### config.mk
export PLATFORM = sky130hd
export DESIGN_NAME = decode_dispatch_ctrl
export DESIGN_NICKNAME = d
export VERILOG_FILES = /design/src/rtl/decode_dispatch_ctrl.sv
export SDC_FILE = /design/constraint.sdc
export NUM_CORES = 1
export LEC_CHECK = 0
export BUFFER_PORTS_ARGS = -buffer_cell sky130_fd_sc_hd__buf_2
export CAP_MARGIN = 20
export CORE_UTILIZATION = 30
export DETAILED_ROUTE_END_ITERATION = 8
export PLACE_DENSITY = 0.45
export SLEW_MARGIN = 40
export SYNTH_ARGS = -nofsm -noshare
export SYNTH_HDL_FRONTEND = slang
export SYNTH_SLANG_ARGS = --single-unit
### constraint.sdc
create_clock -name clock -period 17.8 [get_ports clock]
set_input_delay 5.34 -clock clock [delete_from_list [all_inputs] [get_ports clock]]
set_output_delay 5.34 -clock clock [all_outputs]
set_load 0.01 [all_outputs]
### src/rtl/decode_dispatch_ctrl.sv
// Front-end instruction queue feeding the decoder and dispatching decoded
// entries to per-FU reservation stations, with halt, trap and flush sequencing.
module decode_dispatch_ctrl #(
    parameter int unsigned DEPTH = 8,
    parameter int unsigned XLEN  = 32
) (
    input  logic                     clock,
    input  logic                     reset_n,
    input  logic                     in_valid,
    input  logic [31:0]              in_inst,
    input  logic [XLEN-1:0]          in_pc,
    output logic                     in_ready,
    input  logic                     flush,
    output logic                     dec_valid,
    output logic [31:0]              dec_inst,
    output logic [XLEN-1:0]          dec_pc,
    input  logic [1:0]               dec_fu,
    input  logic                     dec_illegal,
    input  logic                     dec_halt,
    input  logic [3:0]               fu_ready,
    output logic [3:0]               disp_fu_sel,
    output logic                     disp_valid,
    output logic                     halted,
    output logic                     illegal_trap,
    output logic [$clog2(DEPTH):0]   queue_count
);

    localparam int unsigned PW = $clog2(DEPTH);
    localparam int unsigned CW = PW + 1;

    typedef enum logic [1:0] {
        S_RUN,
        S_HALTED,
        S_TRAP
    } state_t;

    state_t          state, state_nxt;
    logic [PW-1:0]   head_ptr, tail_ptr;
    logic [CW-1:0]   count;
    logic [31:0]     inst_mem [DEPTH];
    logic [XLEN-1:0] pc_mem   [DEPTH];

    logic running;
    logic enq;
    logic fire;

    assign running      = (state == S_RUN);
    assign in_ready     = (count != CW'(DEPTH)) & running;
    assign dec_valid    = (count != '0) & running;
    assign disp_valid   = dec_valid & ~dec_illegal;
    assign fire         = disp_valid & fu_ready[dec_fu];
    assign disp_fu_sel  = fire ? (4'b0001 << dec_fu) : 4'b0000;
    assign halted       = (state == S_HALTED);
    assign illegal_trap = (state == S_TRAP);
    assign queue_count  = count;

    // Head data is masked while nothing is presented so idle outputs read zero.
    assign dec_inst = dec_valid ? inst_mem[head_ptr] : '0;
    assign dec_pc   = dec_valid ? pc_mem[head_ptr]   : '0;

    // A flush drops any enqueue offered in the same cycle.
    assign enq = in_valid & in_ready & ~flush;

    always_comb begin
        state_nxt = state;
        case (state)
            S_RUN: begin
                if (fire && dec_halt)
                    state_nxt = S_HALTED;
                else if (dec_valid && dec_illegal)
                    state_nxt = S_TRAP;
            end
            S_HALTED: state_nxt = S_HALTED;
            S_TRAP:   state_nxt = S_TRAP;
            default:  state_nxt = S_RUN;
        endcase
        if (flush)
            state_nxt = S_RUN;
    end

    always_ff @(posedge clock) begin
        if (!reset_n) begin
            state    <= S_RUN;
            head_ptr <= '0;
            tail_ptr <= '0;
            count    <= '0;
        end else if (flush) begin
            state    <= S_RUN;
            head_ptr <= '0;
            tail_ptr <= '0;
            count    <= '0;
        end else begin
            state <= state_nxt;
            if (enq)
                tail_ptr <= tail_ptr + PW'(1);
            if (fire)
                head_ptr <= head_ptr + PW'(1);
            case ({enq, fire})
                2'b10:   count <= count + CW'(1);
                2'b01:   count <= count - CW'(1);
                default: count <= count;
            endcase
        end
    end

    always_ff @(posedge clock) begin
        if (enq) begin
            inst_mem[tail_ptr] <= in_inst;
            pc_mem[tail_ptr]   <= in_pc;
        end
    end

endmodule

==> impl_metrics.toml <==
[outcome]
status = "completed"

[route]
vias_per_cell = 4.66
drc = 0
finalWirelength_um = 45500
via_count = 9407
ant_nets = 0
drtIter0Drc = 521
firstDrtPassIters = 5
wl_per_cell_um = 22.5

[synthesis]
syn_nets = 995
syn_area_mm2 = 0.0202
ys_seq_area_share_pct = 77.5
ys_async_sr_fraction_pct = 0
synth_area_per_cell_um2 = 22.1
ys_warn_count = 0
ys_ff_latch = 527
yosysUniqueCellTypes = 37
syn_inst = 914
synth_edf_count = 512
synth-main-ff-cell = "edfxtp_1"

[job]
drv_cap = 0

[cts]
clock_path_buffers = 3
cts_inserted_buffers = 57
clockRootBuffer = "clkbuf_16"
cts.clk_slew.worst_paths_ps = 60
cts_setup_buffers = 0
hold_buffers = 0
insertion_delay_ps = 600
htree_num_levels = 2
cts.sinks = 527
cts_resized = 0
cts_tree = "yes"

[floorplanning]
chipWidth_um = 262
dieArea_mm2 = 0.0685
core_mm2 = 0.0662
initial_core_util_pct = 30.5
io_pins = 153
row_count = 94
chipHeight_um = 262

[timing]
finClkSkew_ps = 16.3
final.setup.tns_ps = 0
fmax_ghz = 0.0842
slew_viol_final = 0
period_minus_slack_ps = 11880
hold_viol = 0
setup_viol = 0
worst_pin_slew_ps = 794
finalCritPeriodShare_pct = 66.7
rsz0062_at_grt = "false"
slew_headroom_pct = 46.8

[grt]
grt_pass1_wl_um = 66900
first_global_vias = 10100
track_usage_pct = 13.4
grt_overflow = 0
grt_max_degree = 65
antenna_found_initial = 8

[worst_setup_path]
crit_path_end_kind = "output port"
crit_path_frequent_cell = "buf_2"
crit_chain = "buf_2, mux4_2, and4bb_4, and3_1, buf_2"
startpoint = "dec_fu[0]"
worstPathArrival_ps = 6540
cpMaxStageDelayCell = "mux4_2"
crit_cells = 5
path_buf_inv = 2
worst-setup-path-type = "in2out"
worst_setup_path_start_kind = "input port"
crit_family = "multiplexers"
ff2ff_path_depth = 7
required_ps = 12460
worstReg2RegStart = "state[1]$_SDFFE_PP0P_"
path_max_fanout = 12
cpPeakStageDelay_ps = 490

[power]
ir_drop_mv = 0.0801
p_per_area_mw_per_mm2 = 106
p_leak_uw = 0.00755

[placement]
numPortBuffers = 152
finalWeightedCongestion = 0.713
place_inst = 1910
dp.final_hpwl_um = 24300

[layout]
final_cells = 2017
area_growth_pct = 18.2
final_cell_mix = "edfxtp_1, buf_2, mux4_2"
drive_gt1_share_pct = 34.4
final_nets = 1187
final_common_cell = "edfxtp_1"

[min_path]
min_from = "head_ptr[1]$_SDFFE_PP0P_"
min_path_cells = 2
hold_path.class = "reg2reg"
-- registers in the layout (all words and copies together) (netlist names), named ones only --
signal       cells
state            2
pc_mem         256
tail_ptr         3
queue_count      4
inst_mem       256
head_ptr         3
-- cells by family (layout without fill, tap and decap cells) --
kind of cell | after synthesis | after routing | synth area share, %
DFF | 527 | 527 | 77.5
xor gates and xnor gates | 6 | 6 | 0.297
muxes | 194 | 194 | 17.6
other | 0 | 2 | 0
buffers and inverters | 50 | 287 | 1.29
and+or+nand+nor | 120 | 120 | 2.65
adders and majority gates | 5 | 5 | 0.309
AOI/OAI and AO/OA | 12 | 12 | 0.377
-- tightest hold or removal path: cells and delay by family (launching register included) --
kind	cells	cell delay, ps
compound gates	1	60
flops	1	310
simple gates	1	50
-- final timing paths --
path	end	slack [ps]
setup reg to reg	pc_mem[6][3]$_DFFE_PP_	14110
hold / removal	flip-flop	470
hold reg to reg	flip-flop	470
setup / recovery	disp_fu_sel[3]	5920
-- cells in the mapped netlist (all sizes together), types with 4 or more instances --
master  count  area share (%)
a21oi       5            0.12
buf        37             1.0
clkbuf      9            0.17
dfxtp      15             1.5
edfxtp    512              76
ha          5            0.31
inv         4           0.074
mux2i      65             3.2
mux4      129              14
nand2      11            0.22
nand3       4           0.099
nor2       80             1.5
nor2b       4            0.12
nor3        4           0.099
o21ai       4           0.099
xor2        5            0.22
-- layout make-up --
class	instances	area, um2
timing repair buffer	179	1070
sequential	527	15700
tap	864	1080
antenna	2	5.00
multi-input combinational	337	4350
clock inverter	28	201
inverter	4	15.0
fill	6184	42300
clock buffer	76	1500
-- metrics by stage --
step | util (%) | power (uW) | hold slack (ps) | setup WS [ps] | instance area [um2]
6_report | 36.1 | 2540 | 467 | 5920 | 23900
5_1_grt | 36.1 | 2620 | 489 | 5820 | 23900
4_1_cts | 36.0 | 2580 | 474 | 5910 | 23900
3_5_place_dp | 33.5 | 1470 | 466 | 5910 | 22200
3_3_place_gp | 33.3 | 1470 | 462 | 5930 | 22000
2_1_floorplan | - | 1430 | 439 | 4930 | 20200
-- layer usage --
metal	track usage, %	wire length, um	part of all wire (%)
met1	17.6	19900	44
met2	22.5	22400	49
met3	2.65	2020	4.5
met4	4.18	1090	2.4
met5	0	62	0.14
-- power breakdown --
part           switching (uW)  total (uW)  leakage (uW)  internal, uW
registers                2.90        1370       0.00475          1370
logic                    42.7        67.4       0.00197          24.7
clock network             466        1100      0.000833           629
Power figures use the tool's default switching activity.
